$ cat config.mk
export PLATFORM = sky130hd
export DESIGN_NAME = dcache_loader
export DESIGN_NICKNAME = d
export VERILOG_FILES = /design/src/rtl/dcache_loader_pkg.sv /design/src/rtl/dcache_loader_byte_packer.sv /design/src/rtl/dcache_loader.sv
export SDC_FILE = /design/constraint.sdc
export NUM_CORES = 1
export LEC_CHECK = 0
export CORE_MARGIN = 2
export CORE_UTILIZATION = 35
export CTS_BUF_LIST = sky130_fd_sc_hd__clkbuf_4 sky130_fd_sc_hd__clkbuf_8 sky130_fd_sc_hd__clkbuf_16
export DETAILED_ROUTE_END_ITERATION = 7
export GPL_ROUTABILITY_DRIVEN = 0
export SLEW_MARGIN = 20
export SYNTH_ARGS = -nofsm -noshare
export SYNTH_HDL_FRONTEND = slang
export SYNTH_SLANG_ARGS = --single-unit
$ cat constraint.sdc
create_clock -name clk -period 5.21 [get_ports clk]
set_clock_uncertainty 0.1 [all_clocks]
set_input_delay 0.521 -clock clk [delete_from_list [all_inputs] [get_ports clk]]
set_output_delay 0.521 -clock clk [all_outputs]
set_load 0.05 [all_outputs]
$ cat src/rtl/dcache_loader_pkg.sv
// Shared types and constants for the D-cache backdoor loader.
package dcache_loader_pkg;

    localparam int LD_DPW        = 32;
    localparam int LD_MAX_WORDS  = 256;

    localparam int LD_ADDR_BYTES = 4;
    localparam int LD_CNT_BYTES  = 2;
    localparam int LD_WORD_BYTES = LD_DPW / 8;

    typedef enum logic [2:0] {
        ST_ADDR,
        ST_CNT,
        ST_DATA,
        ST_WRITE,
        ST_DONE
    } loader_state_t;

endpackage

$ cat src/rtl/dcache_loader_byte_packer.sv
// Little-endian byte collector shared by the address, count and payload fields.
module byte_packer #(
    parameter int W  = 32,
    parameter int IW = 2
) (
    input  logic          clk,
    input  logic          arst_n,
    input  logic          i_clear,
    input  logic          i_shift,
    input  logic [7:0]    i_byte,
    input  logic [IW-1:0] i_last_idx,
    output logic          o_full,
    output logic [W-1:0]  o_word
);

    logic [W-1:0]  r_data;
    logic [IW-1:0] r_idx;
    logic [W-1:0]  w_merged;

    // The merged view includes the byte being shifted this cycle, so the
    // caller can capture a complete field on the same edge as its last byte.
    always_comb begin
        w_merged = r_data;
        w_merged[r_idx*8 +: 8] = i_byte;
    end

    assign o_full = (r_idx == i_last_idx);
    assign o_word = w_merged;

    always_ff @(posedge clk or negedge arst_n) begin
        if (!arst_n) begin
            r_data <= '0;
            r_idx  <= '0;
        end else if (i_clear) begin
            r_data <= '0;
            r_idx  <= '0;
        end else if (i_shift) begin
            r_data <= w_merged;
            if (o_full) begin
                r_idx <= '0;
            end else begin
                r_idx <= r_idx + 1'b1;
            end
        end
    end

endmodule

$ cat src/rtl/dcache_loader.sv
// Parses addr/count/payload frames from a byte stream and issues one D-cache write per word.
module dcache_loader
    import dcache_loader_pkg::*;
#(
    parameter int DPW       = LD_DPW,
    parameter int MAX_WORDS = LD_MAX_WORDS
) (
    input  logic           clk,
    input  logic           arst_n,
    input  logic           s_valid,
    input  logic [7:0]     s_data,
    output logic           s_ready,
    output logic           data_en,
    output logic [DPW-1:0] input_data,
    output logic [DPW-1:0] input_addr,
    output logic           core_hold,
    output logic           load_done,
    output logic           load_err,
    output logic [15:0]    words_written,
    output logic [DPW-1:0] checksum,
    output loader_state_t  o_dbg_state
);

    // Stream handshake: a byte moves only on a cycle where s_valid && s_ready;
    // s_ready depends on state alone, never on s_valid.
    localparam int IW = $clog2(DPW / 8);
    localparam logic [IW-1:0] IDX_ADDR = IW'(LD_ADDR_BYTES - 1);
    localparam logic [IW-1:0] IDX_CNT  = IW'(LD_CNT_BYTES - 1);
    localparam logic [IW-1:0] IDX_WORD = IW'(DPW / 8 - 1);
    localparam logic [15:0]   MAX_N    = 16'(MAX_WORDS);

    loader_state_t  r_state;
    loader_state_t  w_next;

    logic [DPW-1:0] r_addr;
    logic [15:0]    r_remaining;
    logic [15:0]    r_words;
    logic [DPW-1:0] r_checksum;
    logic [DPW-1:0] r_in_data;
    logic [DPW-1:0] r_in_addr;
    logic           r_hold;
    logic           r_err;

    logic           w_s_ready;
    logic           w_data_en;
    logic           w_load_done;
    logic [IW-1:0]  w_last_idx;
    logic           w_accept;
    logic           w_field_done;
    logic           w_pk_clear;
    logic [DPW-1:0] w_word;
    logic [15:0]    w_cnt;

    assign w_accept   = s_valid && w_s_ready;
    assign w_pk_clear = (r_state == ST_DONE);
    assign w_cnt      = w_word[15:0];

    byte_packer #(
        .W  (DPW),
        .IW (IW)
    ) u_packer (
        .clk        (clk),
        .arst_n     (arst_n),
        .i_clear    (w_pk_clear),
        .i_shift    (w_accept),
        .i_byte     (s_data),
        .i_last_idx (w_last_idx),
        .o_full     (w_field_done),
        .o_word     (w_word)
    );

    always_ff @(posedge clk or negedge arst_n) begin
        if (!arst_n) begin
            r_state <= ST_ADDR;
        end else begin
            r_state <= w_next;
        end
    end

    always_comb begin
        w_next = r_state;
        unique case (r_state)
            ST_ADDR: begin
                if (w_accept && w_field_done) w_next = ST_CNT;
            end
            ST_CNT: begin
                if (w_accept && w_field_done) begin
                    if (w_cnt == 16'd0) begin
                        w_next = ST_DONE;
                    end else if (w_cnt > MAX_N) begin
                        w_next = ST_ADDR;
                    end else begin
                        w_next = ST_DATA;
                    end
                end
            end
            ST_DATA: begin
                if (w_accept && w_field_done) w_next = ST_WRITE;
            end
            ST_WRITE: begin
                w_next = (r_remaining == 16'd1) ? ST_DONE : ST_DATA;
            end
            ST_DONE: begin
                w_next = ST_ADDR;
            end
            default: begin
                w_next = ST_ADDR;
            end
        endcase
    end

    always_comb begin
        w_s_ready   = 1'b0;
        w_data_en   = 1'b0;
        w_load_done = 1'b0;
        w_last_idx  = IDX_WORD;
        unique case (r_state)
            ST_ADDR: begin
                w_s_ready  = 1'b1;
                w_last_idx = IDX_ADDR;
            end
            ST_CNT: begin
                w_s_ready  = 1'b1;
                w_last_idx = IDX_CNT;
            end
            ST_DATA:  w_s_ready   = 1'b1;
            ST_WRITE: w_data_en   = 1'b1;
            ST_DONE:  w_load_done = 1'b1;
            default:  w_s_ready   = 1'b0;
        endcase
    end

    // Write data/address are captured with the last payload byte so they are
    // stable for the whole write cycle and hold afterwards.
    always_ff @(posedge clk or negedge arst_n) begin
        if (!arst_n) begin
            r_addr      <= '0;
            r_remaining <= '0;
            r_words     <= '0;
            r_checksum  <= '0;
            r_in_data   <= '0;
            r_in_addr   <= '0;
            r_hold      <= 1'b0;
            r_err       <= 1'b0;
        end else begin
            unique case (r_state)
                ST_ADDR: begin
                    if (w_accept && !r_hold) begin
                        r_hold     <= 1'b1;
                        r_words    <= '0;
                        r_checksum <= '0;
                    end
                    if (w_accept && w_field_done) begin
                        r_addr <= {w_word[DPW-1:2], 2'b00};
                    end
                end
                ST_CNT: begin
                    if (w_accept && w_field_done) begin
                        r_remaining <= w_cnt;
                        if (w_cnt > MAX_N) begin
                            r_err  <= 1'b1;
                            r_hold <= 1'b0;
                        end
                    end
                end
                ST_DATA: begin
                    if (w_accept && w_field_done) begin
                        r_in_data <= w_word;
                        r_in_addr <= r_addr;
                    end
                end
                ST_WRITE: begin
                    r_words     <= r_words + 16'd1;
                    r_checksum  <= r_checksum ^ r_in_data;
                    r_addr      <= r_addr + DPW'(4);
                    r_remaining <= r_remaining - 16'd1;
                end
                ST_DONE: begin
                    r_hold <= 1'b0;
                end
                default: begin
                    r_hold <= 1'b0;
                end
            endcase
        end
    end

    assign s_ready       = w_s_ready;
    assign data_en       = w_data_en;
    assign load_done     = w_load_done;
    assign input_data    = r_in_data;
    assign input_addr    = r_in_addr;
    assign core_hold     = r_hold;
    assign load_err      = r_err;
    assign words_written = r_words;
    assign checksum      = r_checksum;
    assign o_dbg_state   = r_state;

endmodule

Yosys cells after proc, flatten, opt, wreduce, memory -nomap -nowiden --
Cells that the tools add are included.
Word-level totals: bits in registers 199, output and inout bits 120, logic and storage cells 79
Operators by class: add/sub/neg operators 5, $lt $le $gt $ge 1, equal/unequal tests 11, shift operators 2, muxes and demuxes 29, bitwise logic cells 2, reduce and logical (&&, ||, !) cells 18
Operator list (number):
- two-way mux 32 bit | 4
- case mux 32 bit (2 select lines) | 2
- case mux 16 bit (2 select lines) | 2
- negator 5 -> 34 bit | 1
- variable shift 8 x 34 -> 32 bit (first input constant) | 1
- indexed part select 8 x 34 -> 32 bit | 1
- adder 32 x 3 -> 32 bit (second input constant) | 1
- bitwise mux 32 bit | 1
- two-way mux 16 bit | 2
- bitwise XOR 32 bit | 1
- adder 16 x 1 -> 16 bit (second input constant) | 1
- equality test 16 x 1 -> 1 bit (second input constant) | 1
- > comparator 16 x 9 -> 1 bit (second input constant) | 1
- logical NOT 16 bit | 1
- subtractor 16 x 1 -> 16 bit (second input constant) | 1
- two-way mux 3 bit | 5
- case mux 3 bit (4 select lines) | 1
- two-way mux 2 bit | 5
- inequality test 2 bit (second input constant) | 5
- AND reduction 2 bit | 4
- equality test 3 x 2 -> 1 bit (second input constant) | 2
- two-way mux 1 bit | 6
- AND reduction 3 bit | 2
- nonzero test 2 bit | 3
- other kinds (12) | 14

Depth between registers and ports, before layout --
word-level depth 8, mapped depth 9, mapped depth without buffers 7

Modules after synthesis --
A second synthesis with hierarchy kept.
Second synthesis, totals: cells, all modules 929, area total of the unflattened synthesis 9410.3 µm²
By module, submodules not included:
- dcache_loader | times used 1, cells an instance 708, area each 7437.1 µm²
- byte_packer | times used 1, cells an instance 221, area each 1973.1 µm²

Least setup slack after synthesis --
No wires, ideal clock.
path kind reg2reg, start point reg r_state[1] (netlist: o_dbg_state[1]), end point reg u_packer.r_data[8], setup time 0.141 ns, arrival 2.411 ns, required time 4.969 ns, slack 2.558 ns, cell stages (with the launch flop) 8, buffers on the path 3, period minus slack after synthesis 2.652 ns, cells stage by stage dfrtp_1 > buf_2 > a21oi_1 > nand2_1 > clkbuf_1 > buf_1 > nand3_1 > o21ai_0
On the way: cells in the longest elaborated chain, start to end 5, elaborated cells between the ends (all ways) 9, those cells by class eq/ne: 3; mux: 2; reduce/logical: 4
Ends and longest elaborated chain:
- from (decl) | line dcache_loader.sv:32 | loader_state_t r_state;
- from (signal assigned) | line dcache_loader.sv:76 | r_state <= w_next;
- equality test 3 x 1 -> 1 bit, or another cell as far along | line dcache_loader.sv:117 | unique case (r_state)
- OR reduction 3 bit (no line) (*)
- two-way mux 1 bit (*) | line dcache_loader.sv:117
- named net s_ready | line dcache_loader.sv:12 | output logic s_ready,
- logical AND 1 bit (*) | line dcache_loader.sv:54 | assign w_accept = s_valid && w_s_ready;
- nonzero test 2 bit (no line) (*)
- to (signal assigned) | line dcache_loader_byte_packer.sv:38 | r_data <= w_merged;
- to (decl) | line dcache_loader_byte_packer.sv:16 | logic [W-1:0] r_data;
Mark *: on every way through the listed nets, which the timed path passes. The rest lies on a longest branch. A chain may end at the register's enable or synchronous reset.

Worst setup path after layout --
start point reg r_state[1] (netlist: o_dbg_state[1]), end point out data_en
On the way: cells in the longest elaborated chain, start to end 2
Ends and longest elaborated chain:
- equality test 3 x 2 -> 1 bit | line dcache_loader.sv:117
- two-way mux 1 bit | line dcache_loader.sv:117
- to (decl) | line dcache_loader.sv:13 | output logic data_en,
No other way between the ends.

==> impl_metrics.env <==
export IMPL_grt_setup_unrepaired="false"
export IMPL_tightestPinTransition_ns=1.09
export IMPL_dp_final_hpwl_um=16700
export IMPL_postRouteWirelength_um=24500
export IMPL_netlist_top_cell_by_area="sky130_fd_sc_hd__dfrtp_1"
export IMPL_synth_adder_area_share=0.0124
export IMPL_synth_top_area_share=0.535
export IMPL_synth_compound_area_share=0.190
export IMPL_start_to_end_type_of_the_worst_setup_path="reg2out"
export IMPL_setup_slack_of_the_most_critical_reg_to_reg_path_ns=1.84
export IMPL_drtAntennaViolNets=0
export IMPL_maximum_number_of_pins_on_one_net_before_global_route_repair=116
export IMPL_layout_drive_gt1_share=0.0882
export IMPL_cap_viol_max_count=0
export IMPL_netlist_top_cells_area="sky130_fd_sc_hd__dfrtp_1 (54%), sky130_fd_sc_hd__o21ai_0 (7.6%), sky130_fd_sc_hd__nand2_1 (4.9%)"
export IMPL_ys_seq_elements=195
export IMPL_prevailing_post_synth_register_cell="sky130_fd_sc_hd__dfrtp_1"
export IMPL_die_height_um=165
export IMPL_clock_tree_root_cell="sky130_fd_sc_hd__clkbuf_16"
export IMPL_floorplan_core_area_sq_um=25800
export IMPL_ys_warn_count=0
export IMPL_syn2layout_area_growth_pct=23.2
export IMPL_hold_violations=0
export IMPL_synthXorXnorAreaFrac=0.00480
export IMPL_port_buffers=128
export IMPL_clk_pin_slew_worst_paths_ns=0.08
export IMPL_initial_antenna_violation_count=0
export IMPL_syn_area_per_cell_sq_um=9.93
export IMPL_detail_route_vias_per_cell=5.39
export IMPL_diodes=0
export IMPL_synth_cell_types=78
export IMPL_power_ir_vdd_worst_mv=0.310
export IMPL_worstPathRequired_ns=4.59
export IMPL_globalRouteOverflowTotal=0
export IMPL_status="completed"
export IMPL_cpPeakStageDelay_ns=0.90
export IMPL_floorplan_die_width_um=165
export IMPL_cts_resized=0
export IMPL_final_core_utilization=0.435
export IMPL_final_net_count=1039
export IMPL_placed_cell_area_sq_um=10600
export IMPL_synth_seq_area_share=0.535
export IMPL_worst_ep_arrival_time_ns=3.22
export IMPL_timing_final_setup_violations=0
export IMPL_worst_skew_pair_latency_ns=0.45
export IMPL_first_global_vias=6964
export IMPL_type_of_element_launching_the_critical_path="register"
export IMPL_dr_total_vias=7363
export IMPL_power_total_mw=7.10
export IMPL_io_pin_count=131
export IMPL_synthMuxAreaShare=0.0377
export IMPL_synth_most_common_cell="sky130_fd_sc_hd__dfrtp_1"
export IMPL_synthSimpleGateAreaFrac=0.183
export IMPL_clk_path_buf_depth=2
export IMPL_effective_utilization_at_floorplan=0.353
export IMPL_dr_wl_cell_um=17.9
export IMPL_numClockSinks=195
export IMPL_detail_route_first_pass_iterations=5
export IMPL_asyncSetResetFlopFracSynth=1.00
export IMPL_grt_pass1_wl_um=38800
export IMPL_cts_tree="built"
export IMPL_leakage_dissipation_nw=4.66
export IMPL_post_route_period_util=0.736
export IMPL_stdcell_area_sq_um=11200
export IMPL_setup_worst_path_end_class="primary output"
export IMPL_power_per_cell_area_nw_per_um2=632
export IMPL_post_cts_buffers=0
export IMPL_clock_tree_htree_level_count=4
export IMPL_synth_edff_count=0
export IMPL_worst_hold_path_type="in2async"
export IMPL_detail_route_drc_violations=0
export IMPL_final_max_slew_viol_count=0
export IMPL_drt_iter0_markers=479
export IMPL_cp_slowest_cell="sky130_fd_sc_hd__clkdlybuf4s50_1"
export IMPL_track_usage=0.184
export IMPL_synth_top_family_by_area="compound AO/OA/AOI/OAI gates"
export IMPL_max_freq_ghz=0.261
export IMPL_fin_tns_setup_ns=0
export IMPL_slew_headroom=0.270
export IMPL_synthesis_instances=918
export IMPL_tritoncts_buffer_count=17
export IMPL_floorplan_rows=59
export IMPL_floorplan_die_area_sq_um=27300
export IMPL_postCtsHoldBufs=0
export IMPL_timing_critical_path_fanout_max=37
export IMPL_synth_top_cells_by_count="sky130_fd_sc_hd__dfrtp_1 (195), sky130_fd_sc_hd__o21ai_0 (138), sky130_fd_sc_hd__nand2_1 (120), sky130_fd_sc_hd__nand3_1 (75), sky130_fd_sc_hd__a21oi_1 (41)"
export IMPL_period_needed_ns=3.84
export IMPL_mappedNetlistArea_sq_um=9110
export IMPL_timing_critical_path_cells="nand3b_2 -> inv_2 -> clkdlybuf4s50_1"
registers in the layout, summed over array words and instances (netlist names), 2 cells and up:
name	count
checksum	32
input_addr	30
input_data	32
o_dbg_state	3
r_addr	30
r_remaining	16
u_packer.r_data	32
u_packer.r_idx	2
words_written	16
per-stage QoR:
stage	worst slack [ns]	hold WS (ns)	std cells
2_1_floorplan	2.56	0.125	919
3_5_place_dp	1.84	0.378	1335
6_report	1.37	0.127	1367
5_1_grt	1.13	0.209	1367
4_1_cts	1.34	0.168	1367
3_3_place_gp	1.83	0.370	1335
final timing paths:
path	startpoint	to	cells after the start
setup / recovery	o_dbg_state[1]	data_en	3
hold / removal	arst_n	checksum[7]	1
setup reg to reg	o_dbg_state[1]	r_addr[8]	8
hold reg to reg	checksum[6]	checksum[6]	1
max in group asynchronous	arst_n	r_addr[15]	2
min in group clk	checksum[6]	checksum[6]	1
where the power goes:
group / leakage (nW) / internal, mW / total, mW / switching (mW)
Clock: 0.285 / 0.646 / 1.31 / 0.666
Combinational: 1.80 / 1.07 / 3.14 / 2.07
Sequential: 2.57 / 2.08 / 2.65 / 0.570
Total: 4.66 / 3.79 / 7.10 / 3.31
logic make-up after synthesis:
kind of cell | count (synthesis)
and+or+nand+nor | 325
AOI/OAI and AO/OA | 280
DFF | 195
buffers and inverters | 72
muxes | 31
adders and majority gates | 9
xor gates and xnor gates | 5
other | 1
worst max-delay path: cells and delay by family, from the launching register on:
family	cells	cell delay [ns]
buffers and inverters	2	1.53
DFF	1	0.58
and+or+nand+nor	1	0.65
placed cells by master, fill, tap and decap left out, types with 10 or more instances in the layout:
master,instances
sky130_fd_sc_hd__inv_1,15
sky130_fd_sc_hd__nor3_1,10
sky130_fd_sc_hd__nand2_1,120
sky130_fd_sc_hd__a32o_1,11
sky130_fd_sc_hd__nor2b_1,15
sky130_fd_sc_hd__nor2_1,38
sky130_fd_sc_hd__mux2_2,27
sky130_fd_sc_hd__a21oi_1,41
sky130_fd_sc_hd__clkbuf_16,17
sky130_fd_sc_hd__o21ai_0,138
sky130_fd_sc_hd__nand3_1,74
sky130_fd_sc_hd__clkdlybuf4s50_1,127
sky130_fd_sc_hd__a211oi_1,15
sky130_fd_sc_hd__a22oi_1,17
sky130_fd_sc_hd__dfrtp_1,195
per-layer routing:
layer,share of wire,vias up,GRT usage
met5,0,-,0
met4,0.027,0,0.0741
met3,0.043,39,0.0372
met2,0.46,167,0.282
met1,0.47,3598,0.255
li1,-,3559,-
area by class of cell:
cell class / count / area, sq um
well taps: 335 / 419
repair buffers: 135 / 1350
flip-flops and latches: 195 / 4880
clock inverters: 15 / 163
clock buffers: 17 / 425
fillers: 2511 / 14600
inverters: 18 / 67.6
multi-input cells: 652 / 3930
(Power assumes the default switching activity.)
